[src/rtl/ps2_host_tx_pkg.sv]
// ============================================================
// ps2_pkg: shared PS/2 types, error codes and command bytes. Rev 1.0
// ============================================================
`timescale 1ns/1ps
`default_nettype none

package ps2_pkg;

  typedef enum logic [2:0] {
    ST_IDLE      = 3'd0,
    ST_INHIBIT   = 3'd1,
    ST_RELEASE   = 3'd2,
    ST_SHIFT     = 3'd3,
    ST_ACK       = 3'd4,
    ST_WAIT_IDLE = 3'd5,
    ST_DONE      = 3'd6,
    ST_FAIL      = 3'd7
  } tx_state_t;

  localparam logic [1:0] ERR_NONE    = 2'd0;
  localparam logic [1:0] ERR_NOACK   = 2'd1;
  localparam logic [1:0] ERR_TIMEOUT = 2'd2;

  localparam logic [7:0] CMD_SET_LEDS = 8'hED;
  localparam logic [7:0] CMD_ECHO     = 8'hEE;
  localparam logic [7:0] CMD_RESET    = 8'hFF;
  localparam logic [7:0] ACK_BYTE     = 8'hFA;

  function automatic logic odd_parity(input logic [7:0] b);
    return ~^b;
  endfunction

endpackage

`default_nettype wire

[src/rtl/ps2_host_tx_if.sv]
// ============================================================
// ps2_host_tx_if: command request / status bundle. Rev 1.0
// ============================================================
`timescale 1ns/1ps
`default_nettype none

interface ps2_host_tx_if;
  logic [7:0] tx_data;
  logic       tx_valid;
  logic       tx_ready;
  logic       busy;
  logic       done;
  logic       error;
  logic [1:0] err_code;

  modport master (
    output tx_data, tx_valid,
    input  tx_ready, busy, done, error, err_code
  );

  modport slave (
    input  tx_data, tx_valid,
    output tx_ready, busy, done, error, err_code
  );
endinterface

`default_nettype wire

[src/rtl/ps2_host_tx_sync_edge.sv]
// ============================================================
// ps2_sync_edge: 3-flop line synchronizers and ps2_clk fall pulse. Rev 1.0
// ============================================================
`timescale 1ns/1ps
`default_nettype none

module ps2_sync_edge (
  input  logic clk,
  input  logic clrn,
  input  logic ps2_clk,
  input  logic ps2_data,
  output logic clk_sync,
  output logic data_sync,
  output logic clk_fall
);

  logic [2:0] clk_sr;
  logic [2:0] data_sr;

  // Reset to the idle-high line level so no spurious fall follows reset.
  always_ff @(posedge clk or negedge clrn) begin
    if (!clrn) begin
      clk_sr  <= 3'b111;
      data_sr <= 3'b111;
    end else begin
      clk_sr  <= {clk_sr[1:0], ps2_clk};
      data_sr <= {data_sr[1:0], ps2_data};
    end
  end

  assign clk_sync  = clk_sr[2];
  assign data_sync = data_sr[2];
  assign clk_fall  = clk_sr[2] & ~clk_sr[1];

endmodule

`default_nettype wire

[src/rtl/ps2_host_tx.sv]
// ============================================================
// ps2_host_tx: open-drain host-to-device PS/2 command transmitter. Rev 1.0
// ============================================================
`timescale 1ns/1ps
`default_nettype none

module ps2_host_tx
  import ps2_pkg::*;
#(
  parameter int INHIBIT_CYCLES = 5000,
  parameter int TIMEOUT_CYCLES = 750000
) (
  input  logic         clk,
  input  logic         clrn,
  ps2_host_tx_if.slave tx,
  input  logic         ps2_clk,
  input  logic         ps2_data,
  output logic         ps2_clk_drive_low,
  output logic         ps2_data_drive_low
);

  localparam int INH_W = (INHIBIT_CYCLES > 1) ? $clog2(INHIBIT_CYCLES) : 1;
  localparam int TMO_W = (TIMEOUT_CYCLES > 1) ? $clog2(TIMEOUT_CYCLES) : 1;
  localparam logic [INH_W-1:0] INH_LAST = INH_W'(INHIBIT_CYCLES - 1);
  localparam logic [TMO_W-1:0] TMO_LAST = TMO_W'(TIMEOUT_CYCLES - 1);

  tx_state_t        state;
  tx_state_t        state_next;
  logic [INH_W-1:0] inh_cnt;
  logic [TMO_W-1:0] tmo_cnt;
  logic [3:0]       bit_cnt;
  logic [9:0]       frame;
  logic             bit_low;
  logic [1:0]       err_code;
  logic [1:0]       err_next;
  logic             clk_s;
  logic             data_s;
  logic             clk_fall;
  logic             accept;
  logic             timeout;
  logic             ready_o;
  logic             busy_o;
  logic             done_o;
  logic             error_o;

  ps2_sync_edge u_sync (
    .clk       (clk),
    .clrn      (clrn),
    .ps2_clk   (ps2_clk),
    .ps2_data  (ps2_data),
    .clk_sync  (clk_s),
    .data_sync (data_s),
    .clk_fall  (clk_fall)
  );

  assign accept  = (state == ST_IDLE) && tx.tx_valid;
  assign timeout = (tmo_cnt == TMO_LAST);

  always_ff @(posedge clk or negedge clrn) begin
    if (!clrn) state <= ST_IDLE;
    else       state <= state_next;
  end

  // Timeout is tested first in every watched state so it beats a coincident fall.
  always_comb begin
    state_next = state;
    err_next   = err_code;
    case (state)
      ST_IDLE: begin
        if (accept) begin
          state_next = ST_INHIBIT;
          err_next   = ERR_NONE;
        end
      end
      ST_INHIBIT: if (inh_cnt == INH_LAST) state_next = ST_RELEASE;
      ST_RELEASE: state_next = ST_SHIFT;
      ST_SHIFT: begin
        if (timeout) begin
          state_next = ST_FAIL;
          err_next   = ERR_TIMEOUT;
        end else if (clk_fall && bit_cnt == 4'd9) begin
          state_next = ST_ACK;
        end
      end
      ST_ACK: begin
        if (timeout) begin
          state_next = ST_FAIL;
          err_next   = ERR_TIMEOUT;
        end else if (clk_fall) begin
          if (data_s) begin
            state_next = ST_FAIL;
            err_next   = ERR_NOACK;
          end else begin
            state_next = ST_WAIT_IDLE;
          end
        end
      end
      ST_WAIT_IDLE: begin
        if (timeout) begin
          state_next = ST_FAIL;
          err_next   = ERR_TIMEOUT;
        end else if (clk_s && data_s) begin
          state_next = ST_DONE;
        end
      end
      ST_DONE: state_next = ST_IDLE;
      ST_FAIL: state_next = ST_IDLE;
      default: state_next = ST_IDLE;
    endcase
  end

  // Drives decode straight from state so an async reset releases the lines at once.
  always_comb begin
    ready_o            = 1'b0;
    busy_o             = 1'b0;
    done_o             = 1'b0;
    error_o            = 1'b0;
    ps2_clk_drive_low  = 1'b0;
    ps2_data_drive_low = 1'b0;
    case (state)
      ST_IDLE:      ready_o = 1'b1;
      ST_INHIBIT: begin
        busy_o            = 1'b1;
        ps2_clk_drive_low = 1'b1;
      end
      ST_RELEASE: begin
        busy_o             = 1'b1;
        ps2_clk_drive_low  = 1'b1;
        ps2_data_drive_low = 1'b1;
      end
      ST_SHIFT: begin
        busy_o             = 1'b1;
        ps2_data_drive_low = bit_low;
      end
      ST_ACK:       busy_o  = 1'b1;
      ST_WAIT_IDLE: busy_o  = 1'b1;
      ST_DONE:      done_o  = 1'b1;
      ST_FAIL:      error_o = 1'b1;
      default:      ready_o = 1'b0;
    endcase
  end

  always_ff @(posedge clk or negedge clrn) begin
    if (!clrn) begin
      inh_cnt  <= '0;
      tmo_cnt  <= '0;
      bit_cnt  <= 4'd0;
      frame    <= 10'd0;
      bit_low  <= 1'b0;
      err_code <= ERR_NONE;
    end else begin
      err_code <= err_next;
      case (state)
        ST_IDLE: begin
          if (accept) begin
            frame   <= {1'b1, odd_parity(tx.tx_data), tx.tx_data};
            inh_cnt <= '0;
          end
        end
        ST_INHIBIT: inh_cnt <= inh_cnt + INH_W'(1);
        ST_RELEASE: begin
          bit_cnt <= 4'd0;
          tmo_cnt <= '0;
          bit_low <= 1'b1;
        end
        ST_SHIFT: begin
          tmo_cnt <= tmo_cnt + TMO_W'(1);
          if (clk_fall) begin
            bit_low <= ~frame[0];
            frame   <= {1'b1, frame[9:1]};
            bit_cnt <= bit_cnt + 4'd1;
          end
        end
        ST_ACK:       tmo_cnt <= tmo_cnt + TMO_W'(1);
        ST_WAIT_IDLE: tmo_cnt <= tmo_cnt + TMO_W'(1);
        default:      tmo_cnt <= tmo_cnt;
      endcase
    end
  end

  assign tx.tx_ready = ready_o;
  assign tx.busy     = busy_o;
  assign tx.done     = done_o;
  assign tx.error    = error_o;
  assign tx.err_code = err_code;

endmodule

`default_nettype wire

[src/flat_wrapper.sv]
// flat-port wrapper written by rule: the top's interface ports become plain ports
module ps2_host_tx_flat import ps2_pkg::*;
#(
  parameter int INHIBIT_CYCLES = 5000,
  parameter int TIMEOUT_CYCLES = 750000
)
  (clk, clrn, ps2_clk, ps2_data, ps2_clk_drive_low, ps2_data_drive_low, tx_tx_data, tx_tx_valid, tx_tx_ready, tx_busy, tx_done, tx_error, tx_err_code);
  ps2_host_tx_if tx_i ();
  input  logic clk;
  input  logic clrn;
  input  logic ps2_clk;
  input  logic ps2_data;
  output logic ps2_clk_drive_low;
  output logic ps2_data_drive_low;
  input wire logic [$bits(tx_i.tx_data)-1:0] tx_tx_data;
  input wire logic [$bits(tx_i.tx_valid)-1:0] tx_tx_valid;
  output wire logic [$bits(tx_i.tx_ready)-1:0] tx_tx_ready;
  output wire logic [$bits(tx_i.busy)-1:0] tx_busy;
  output wire logic [$bits(tx_i.done)-1:0] tx_done;
  output wire logic [$bits(tx_i.error)-1:0] tx_error;
  output wire logic [$bits(tx_i.err_code)-1:0] tx_err_code;
  assign tx_i.tx_data = tx_tx_data;
  assign tx_i.tx_valid = tx_tx_valid;
  assign tx_tx_ready = tx_i.tx_ready;
  assign tx_busy = tx_i.busy;
  assign tx_done = tx_i.done;
  assign tx_error = tx_i.error;
  assign tx_err_code = tx_i.err_code;
  ps2_host_tx #(.INHIBIT_CYCLES(INHIBIT_CYCLES), .TIMEOUT_CYCLES(TIMEOUT_CYCLES)) u_core (.clk(clk), .clrn(clrn), .tx(tx_i), .ps2_clk(ps2_clk), .ps2_data(ps2_data), .ps2_clk_drive_low(ps2_clk_drive_low), .ps2_data_drive_low(ps2_data_drive_low));
endmodule
[config.mk]
export PLATFORM = sky130hd
export DESIGN_NAME = ps2_host_tx_flat
export DESIGN_NICKNAME = d
export VERILOG_FILES = /design/src/rtl/ps2_host_tx_pkg.sv /design/src/rtl/ps2_host_tx_if.sv /design/src/rtl/ps2_host_tx_sync_edge.sv /design/src/rtl/ps2_host_tx.sv /design/src/flat_wrapper.sv
export SDC_FILE = /design/constraint.sdc
export NUM_CORES = 1
export LEC_CHECK = 0
export CORE_ASPECT_RATIO = 0.6
export CORE_MARGIN = 1
export CORE_UTILIZATION = 40
export DETAILED_ROUTE_END_ITERATION = 7
export GPL_ROUTABILITY_DRIVEN = 0
export PLACE_DENSITY = 0.59
export SYNTH_ARGS = -nofsm -noshare
export SYNTH_HDL_FRONTEND = slang
export SYNTH_HIERARCHICAL = 1
export SYNTH_SLANG_ARGS = --single-unit
[constraint.sdc]
create_clock -name clk -period 4.8 [get_ports clk]
set_clock_uncertainty 0.05 [all_clocks]
set_input_delay 0.96 -clock clk [delete_from_list [all_inputs] [get_ports clk]]
set_output_delay 0.96 -clock clk [all_outputs]
set_load 0.02 [all_outputs]
== Yosys cells after proc, flatten, opt, wreduce, memory -nomap -nowiden ==
Cells that the tools add are included.

* Flip-flop bits (word level): 59
* Bits of input ports: 13
* Output and inout bits: 8
* Logic and storage cells: 85

* Add/subtract/negate cells: 3
* Equality and inequality tests: 18
* Multiplexer cells: 32
* Bitwise operators: 3
* Reductions and logical operators: 20

{| class="wikitable"
|+ Operators with widths
! kind !! number
|-
| one-hot mux 20 bit (2 select lines) || 1
|-
| one-hot mux 13 bit (2 select lines) || 1
|-
| two-way mux 3 bit || 8
|-
| one-hot mux 3 bit (7 select lines) || 1
|-
| adder 20 x 1 -> 20 bit, second input constant || 1
|-
| equality test 20 bit, second input constant || 1
|-
| two-way mux 10 bit || 2
|-
| one-hot mux 10 bit (2 select lines) || 1
|-
| adder 13 x 1 -> 13 bit, second input constant || 1
|-
| equality test 13 bit, second input constant || 1
|-
| two-way mux 13 bit || 1
|-
| equality test 3 bit, second input constant || 4
|-
| two-way mux 2 bit || 6
|-
| AND reduction 5 bit || 2
|-
| != test 3 x 1 -> 1 bit, second input constant || 3
|-
| != test 2 x 1 -> 1 bit, second input constant || 4
|-
| one-hot mux 4 bit (2 select lines) || 1
|-
| nonzero test 2 bit || 4
|-
| XNOR reduction 8 bit || 1
|-
| equality test 3 x 2 -> 1 bit, second input constant || 2
|-
| two-way mux 1 bit || 6
|-
| one-hot mux 2 bit (3 select lines) || 1
|-
| OR reduction 2 bit || 3
|-
| OR reduction 5 bit || 1
|-
| other kinds (14) || 19
|}

== Depth between registers and ports, before layout ==
Gate-level depths: netlist (run 1).

* Word-level depth: 6
* Gate-level depth with buffers: 9
* Mapped depth without buffers: 7

== Cells and area by module ==
The synthesis (run 1) kept the hierarchy.

{| class="wikitable"
|+ Modules (own cells, without submodules)
! module !! instances !! cells each !! area an instance (um^2) !! seq. area each (um^2)
|-
| ps2_host_tx || 1 || 323 || 3006.6 || 1326.3
|-
| ps2_sync_edge || 1 || 7 || 171.4 || 157.7
|}

== Worst setup path before layout (run 1) ==
OpenSTA, ideal clock, no wires.

* Kind: register -> output
* Start point: reg u_core.state[2]
* End point: out ps2_data_drive_low
* Arrival time: 1697 ps
* Required time: 3790 ps
* Setup slack: 2093 ps
* Cell stages (with the launch flop): 7
* Path buffers: 3
* Cells stage by stage: dfrtp_1 buf_2 and3b_1 buf_4 buf_2 nand2_1 a21boi_0

* Longest elaborated chain between the ends: 2
* Elaborated cells on any way between the ends: 3
* Those cells by class: eq/ne: 2; mux: 1

{| class="wikitable"
|+ Ends and longest elaborated chain
! item !! RTL line !! RTL
|-
| start, declared || ps2_host_tx.sv:27 || <nowiki>tx_state_t state;</nowiki>
|-
| start signal, assigned || ps2_host_tx.sv:61 || <nowiki>else state <= state_next;</nowiki>
|-
| equality test 3 x 2 -> 1 bit || ps2_host_tx.sv:120 || <nowiki>case (state)</nowiki>
|-
| one-hot mux 1 bit (2 select lines) * || ps2_host_tx.sv:120 ||
|-
| end, declared || flat_wrapper.sv:14 || <nowiki>output logic ps2_data_drive_low;</nowiki>
|}

Every way passes the cells marked *; elsewhere a longest branch is shown, timed or not.

== Worst setup path in the final report (run 1) ==
* Start point: reg u_core.state[1]
* End point: out ps2_data_drive_low

The elaborated chain is that of the path after synthesis.

==> impl_metrics.py, run 1 <==
metrics = {
    "outcome": {
        "status": "finished, final reports clean",
    },
    "drt": {
        "maxUsedRoutingLayer": "met4",
        "drc": 0,
        "met1_length_mm": 3.752,
        "wl_met3_um": 442,
        "drt_iter0_drc": 155,
        "ant_nets": 0,
        "wl_mm": 6.883,
        "wl_per_cell_um": 15.03,
        "viasPerCell": 5.522,
        "firstDrtPassIters": 5,
        "vias": 2529,
        "wl_met2_mm": 2.613,
    },
    "clock_network": {
        "insertion_delay_ns": 0.32,
        "cts.sinks": 59,
        "clockRootBuffer": "clkbuf_16",
        "cts_hold_buf": 0,
        "cts_made_buffers": 9,
        "tritoncts": "built",
        "post_cts_buffers": 0,
        "post_cts_resized": 0,
        "cts.htree.levels": 3,
        "cts.clk_slew.worst_paths_ns": 0.05,
        "clock_path_buffers": 2,
    },
    "timing": {
        "slew_headroom_pct": 49.99,
        "finalHoldViolations": 0,
        "rsz0062_at_grt": "false",
        "fin_tns_setup_ns": 0,
        "period_share_pct": 75.90,
        "setup_ws_ns": 1.157,
        "setup_viol": 0,
        "fmax_mhz": 274.5,
        "hold_ws_ns": 0.3017,
        "maxSlewViolCount": 0,
        "post-route-min-period_ns": 3.643,
        "worstMarginPinSlew_ns": 0.7485,
    },
    "final_layout": {
        "nets": 369,
        "final_layout_size_suffix_gt1_share_pct": 11.02,
        "area_growth_pct": 17.48,
        "multiInputGateArea_um2": 1572,
        "seqCellArea_um2": 1484,
        "post-route-util_pct": 49.93,
        "diodes": 0,
        "finalNonFillerCells": 458,
        "fillers": 706,
    },
    "logic_synthesis": {
        "yosys_warnings": 6,
        "async_flop_share_pct": 100.0,
        "ys_seq_elements": 59,
        "netlist_area_um2": 3178,
        "synth-edff-count": 0,
        "avgSynthCellArea_um2": 9.630,
        "syn_inst": 330,
        "synth_seq_area_share_pct": 46.69,
        "yosysUniqueCellTypes": 62,
        "synth_ff_type": "dfrtp_1",
        "syn_nets": 350,
    },
    "power_and_ir_drop": {
        "p_comb_share_pct": 29.4,
        "p_sw_mw": 0.6725,
        "max-vdd-ir-drop_uv": 279.0,
        "intPower_mw": 1.275,
        "clockPowerShare_pct": 34.1,
        "pwr_density_cell_nw_per_um2": 521.7,
        "switching_share_pct": 34.53,
        "seqPwrFrac_pct": 36.5,
        "p_leak_nw": 1.542,
    },
    "floorplan": {
        "die_x_um": 117.1,
        "rows": 24,
        "io_pins": 21,
        "dieArea_um2": 8318,
        "start_util_pct": 42.50,
        "fp.dieH_um": 71.05,
        "core_um2": 7477,
    },
    "critical_path": {
        "critPathMaxFanout": 18,
        "crit_slowest_cell": "dfrtp_1",
        "max_stage_delay_ns": 0.67,
        "crit_chain": "inv_1 > or3_1 > a21boi_0 > clkdlybuf4s50_1",
        "cp-start-kind": "flip-flop",
        "path_class": "reg -> out",
        "crit_arrival_ns": 2.63,
        "reg2regPathDepth": 7,
        "endpoint_kind": "output pin",
        "crit_required_ns": 3.79,
    },
    "global_route": {
        "grt_overflow": 0,
        "antenna_found_initial": 0,
        "grt_max_degree": 36,
        "grt_pass1_wl_mm": 11.63,
        "grt_usage_pct": 18.82,
        "grt_pass1_vias": 2183,
    },
    "min_path": {
        "hp-class": "reg -> reg",
        "hold_depth": 0,
    },
    "placement": {
        "hpwl_mm": 4.895,
        "pre_cts_ws_ns": 1.561,
        "port_buffers": 20,
        "placedCellCount": 442,
    },
    "flow_run": {
        "max_cap_violations": 0,
    },
}
## critical path, delay by kind of cell (launching register included)
family                 cells  cell delay (ns)
and+or+nand+nor            1             0.50
AOI/OAI and AO/OA          1             0.28
buffers and inverters      2             0.86
DFF                        1             0.67
## metal layers
metal  vias up  GRT usage [%]
met4         0          6.329
met3         8          5.913
met2        73          22.29
li1       1252              -
met1      1196          30.77
met5         -              0
## stage by stage
step	power, mW	area (um2)
after floorplan	1.143	3178
after global placement	1.279	3418
after detailed placement	1.289	3418
after CTS	1.964	3734
after global routing	2.078	3734
final	1.948	3734
## sequential cells by signal, summed over array words and instances, names as in the netlist
register and cells:
u_core/bit_cnt 4, u_core/bit_low 1, u_core/frame 10, u_core/inh_cnt 13, u_core/state 3, u_core/tmo_cnt 20, u_core/tx.err_code 2, u_core/u_sync/clk_sr 3
u_core/u_sync/data_sr 3
## layout by cell type, fill, tap and decap left out, types with 2 or more instances in the layout
master | Yosys | final
dfrtp_1 | 53 | 53
nand2_1 | 49 | 49
o21ai_0 | 38 | 38
nand3_1 | 25 | 25
clkdlybuf4s50_1 | 0 | 19
nor2_1 | 16 | 16
mux2i_1 | 13 | 13
clkbuf_16 | 0 | 9
o31ai_1 | 9 | 9
nor3_1 | 8 | 8
a21oi_1 | 7 | 7
o211ai_1 | 7 | 7
ha_1 | 7 | 7
inv_1 | 6 | 6
nand4_1 | 6 | 6
xnor2_1 | 6 | 6
dfstp_2 | 6 | 6
and3_1 | 4 | 4
clkbuf_8 | 0 | 3
nor4_1 | 3 | 3
and2_1 | 3 | 3
clkinvlp_4 | 0 | 2
or3_1 | 2 | 2
a21boi_0 | 2 | 2
o21ai_2 | 2 | 2
nor2b_1 | 2 | 2
nor4b_1 | 2 | 2
nand4b_1 | 2 | 2
nand2b_1 | 2 | 2
nor3b_1 | 2 | 2
a31oi_1 | 2 | 2
xor2_1 | 2 | 2
buf_4 | 1 | 2
## cell usage after synthesis (all sizes together) (7+ instances only)
cell / n / area share, %
dfrtp: 53 / 42
nand2: 50 / 6.0
o21ai: 41 / 6.7
nand3: 25 / 3.9
nor2: 16 / 1.9
mux2i: 13 / 4.1
buf: 11 / 2.8
nor3: 10 / 2.1
o31ai: 9 / 2.1
a21oi: 8 / 1.4
ha: 7 / 2.8
nand4: 7 / 1.6
o211ai: 7 / 1.7
## cell families after synthesis
group                    Yosys count  share of synthesized area (%)
adder cells (fa/ha/maj)            7                          2.756
XOR/XNOR                           8                          2.205
AND/OR/NAND/NOR                  140                          23.31
multiplexers                      15                          4.921
buffers and inverters             20                          3.858
AO/OA/AOI/OAI                     81                          16.26
flip-flops                        59                          46.69
## final cells by class
class                      instances  area share [%]
multi-input combinational        251           42.09
sequential                        59           39.75
clock buffer                      13           7.239
timing repair buffer              22           5.630
tap                              104           3.485
clock inverter                     3           1.206
inverter                           6          0.6032
## power by group through the flow
| stage | registers, mW | logic (mW) | clock network (mW) |
|---|---|---|---|
| final | 0.712 | 0.572 | 0.664 |
| after global routing | 0.728 | 0.645 | 0.705 |
| after detailed placement | 0.716 | 0.573 | 0 |
| after global placement | 0.715 | 0.565 | 0 |
| after floorplan | 0.673 | 0.471 | 0 |
| after CTS | 0.710 | 0.576 | 0.678 |
## final timing paths
kind / start / end / slack (ns)
setup / recovery: u_core/state[1] / ps2_data_drive_low / 1.16
hold / removal: u_core/u_sync/data_sr[1] / u_core/u_sync/data_sr[2] / 0.30
setup reg to reg: u_core/state[1] / u_core/tmo_cnt[19] / 2.35
hold reg to reg: u_core/u_sync/data_sr[1] / u_core/u_sync/data_sr[2] / 0.30
max in group asynchronous: clrn / u_core/frame[2] / 3.26
min in group asynchronous: clrn / u_core/inh_cnt[9] / 0.57
Power figures use the tool's default switching activity.
==> inputs of run 2 (changes only) <==
Settings changed: PLACE_DENSITY 0.59 to 0.61.
Clock period 4.8 ns to 3.1 ns, I/O delays scaled along.
==> impl_metrics.py, run 2 (same netlist as run 1, synthesis figures left out) <==
metrics = {
    "floorplan": {
        "rows": 24,
        "io_pins": 21,
        "core_um2": 7477,
        "dieArea_um2": 8318,
        "fp.dieH_um": 71.05,
        "start_util_pct": 42.50,
        "die_x_um": 117.1,
    },
    "global_route": {
        "grt_usage_pct": 19.29,
        "antenna_found_initial": 0,
        "grt_overflow": 0,
        "grt_pass1_vias": 2336,
        "grt_max_degree": 46,
        "grt_pass1_wl_mm": 11.87,
    },
    "critical_path": {
        "crit_slowest_cell": "clkdlybuf4s50_1",
        "crit_required_ns": 2.43,
        "max_stage_delay_ns": 0.65,
        "crit_chain": "or3_1 > a21boi_0 > clkdlybuf4s50_1",
        "cp.depth": 3,
        "path_class": "reg -> out",
        "endpoint_kind": "output pin",
        "path_buf_inv": 1,
        "r2r_slack_ns": 0.63,
        "crit_family": "buffers and inverters",
        "cp-start-kind": "flip-flop",
        "reg2regPathDepth": 6,
        "crit_arrival_ns": 2.29,
        "critPathMaxFanout": 20,
    },
    "placement": {
        "pre_cts_ws_ns": 0.5045,
        "hpwl_mm": 4.834,
        "port_buffers": 20,
    },
    "clock_network": {
        "clockRootBuffer": "clkbuf_16",
        "cts_hold_buf": 0,
        "cts_made_buffers": 9,
        "cts.sinks": 59,
        "post_cts_resized": 0,
        "insertion_delay_ns": 0.33,
        "cts.htree.levels": 3,
        "clock_path_buffers": 2,
        "post_cts_buffers": 0,
        "tritoncts": "built",
        "cts.clk_slew.worst_paths_ns": 0.05,
    },
    "final_layout": {
        "final_common_cell": "dfrtp_1",
        "area_growth_pct": 17.91,
        "fillers": 734,
        "top_regs": "u_core/tmo_cnt (20), u_core/inh_cnt (13), u_core/frame (10)",
        "final_layout_size_suffix_gt1_share_pct": 11.80,
        "nets": 371,
        "largest_register_ffs": 20,
        "diodes": 0,
        "top_register": "u_core/tmo_cnt",
        "layout_common_cells": "dfrtp_1, nand2_1, o21ai_0",
    },
    "drt": {
        "met1_length_mm": 3.713,
        "wl_per_cell_um": 15.18,
        "maxUsedRoutingLayer": "met4",
        "wl_met3_um": 407,
        "wl_mm": 6.982,
        "vias": 2542,
        "drt_iter0_drc": 230,
        "firstDrtPassIters": 5,
        "drc": 0,
        "wl_met2_mm": 2.724,
        "viasPerCell": 5.526,
        "ant_nets": 0,
    },
    "power_and_ir_drop": {
        "power_mw": 3.045,
        "pwr_density_cell_nw_per_um2": 812.5,
        "p_leak_nw": 1.559,
        "max-vdd-ir-drop_uv": 458.3,
    },
    "timing": {
        "finalHoldViolations": 0,
        "slew_headroom_pct": 33.26,
        "fmax_mhz": 337.9,
        "fin_tns_setup_ns": 0,
        "worstMarginPinSlew_ns": 1.001,
        "post-route-min-period_ns": 2.960,
        "period_share_pct": 95.48,
        "setup_ws_ns": 0.1402,
        "setup_viol": 0,
        "maxSlewViolCount": 0,
        "rsz0062_at_grt": "false",
    },
    "min_path": {
        "hold_depth": 0,
        "hp-class": "reg -> reg",
    },
    "outcome": {
        "status": "finished, final reports clean",
    },
    "flow_run": {
        "max_cap_violations": 0,
    },
}
run 2: layout make-up:
| type | count | area (um2) | area share, % |
|---|---|---|---|
| flip-flops and latches | 59 | 1484 | 39.60 |
| clock inverters | 4 | 47.55 | 1.269 |
| clock buffers | 12 | 266.5 | 7.112 |
| inverters | 6 | 22.52 | 0.6010 |
| multi-input cells | 251 | 1572 | 41.94 |
| repair buffers | 24 | 225.2 | 6.010 |
| well taps | 104 | 130.1 | 3.472 |
run 2: report_power, final:
| part | switching [mW] | total (mW) | internal [mW] |
|---|---|---|---|
| Combinational | 0.554 | 0.934 | 0.380 |
| Clock | 0.348 | 1.03 | 0.684 |
| Sequential | 0.152 | 1.08 | 0.927 |
| Total | 1.05 | 3.04 | 1.99 |
run 2: final timing paths:
kind / from / to
min reg2reg: u_core/u_sync/data_sr[1] / u_core/u_sync/data_sr[2]
max in group asynchronous: clrn / u_core/frame[2]
max reg2reg: u_core/state[2] / u_core/tmo_cnt[15]
max: u_core/state[2] / ps2_data_drive_low
min: u_core/u_sync/data_sr[1] / u_core/u_sync/data_sr[2]
min in group asynchronous: clrn / u_core/inh_cnt[4]
run 2: through the flow:
stage | cells | instance area, um2 | util (%) | hold WS, ns
after floorplan | 330 | 3178 | - | 0.2744
after detailed placement | 444 | 3433 | 45.92 | 0.2968
after global placement | 444 | 3433 | 45.92 | 0.2959
final | 460 | 3747 | 50.12 | 0.3045
after CTS | 460 | 3747 | 50.12 | 0.3047
after global routing | 460 | 3747 | 50.12 | 0.3145
run 2: layer usage:
metal	vias up	GRT usage [%]
li1	1252	-
met1	1208	29.46
met2	69	24.26
met3	13	6.170
met4	0	8.579
met5	-	0
run 2: worst register-to-register path, stage by stage, from the launching register on:
cell      delay (ns)
dfrtp_1         0.71
ha_1            0.32
inv_1           0.09
a21oi_2         0.20
nand4_1         0.44
o311ai_1        0.39
o41ai_1         0.12
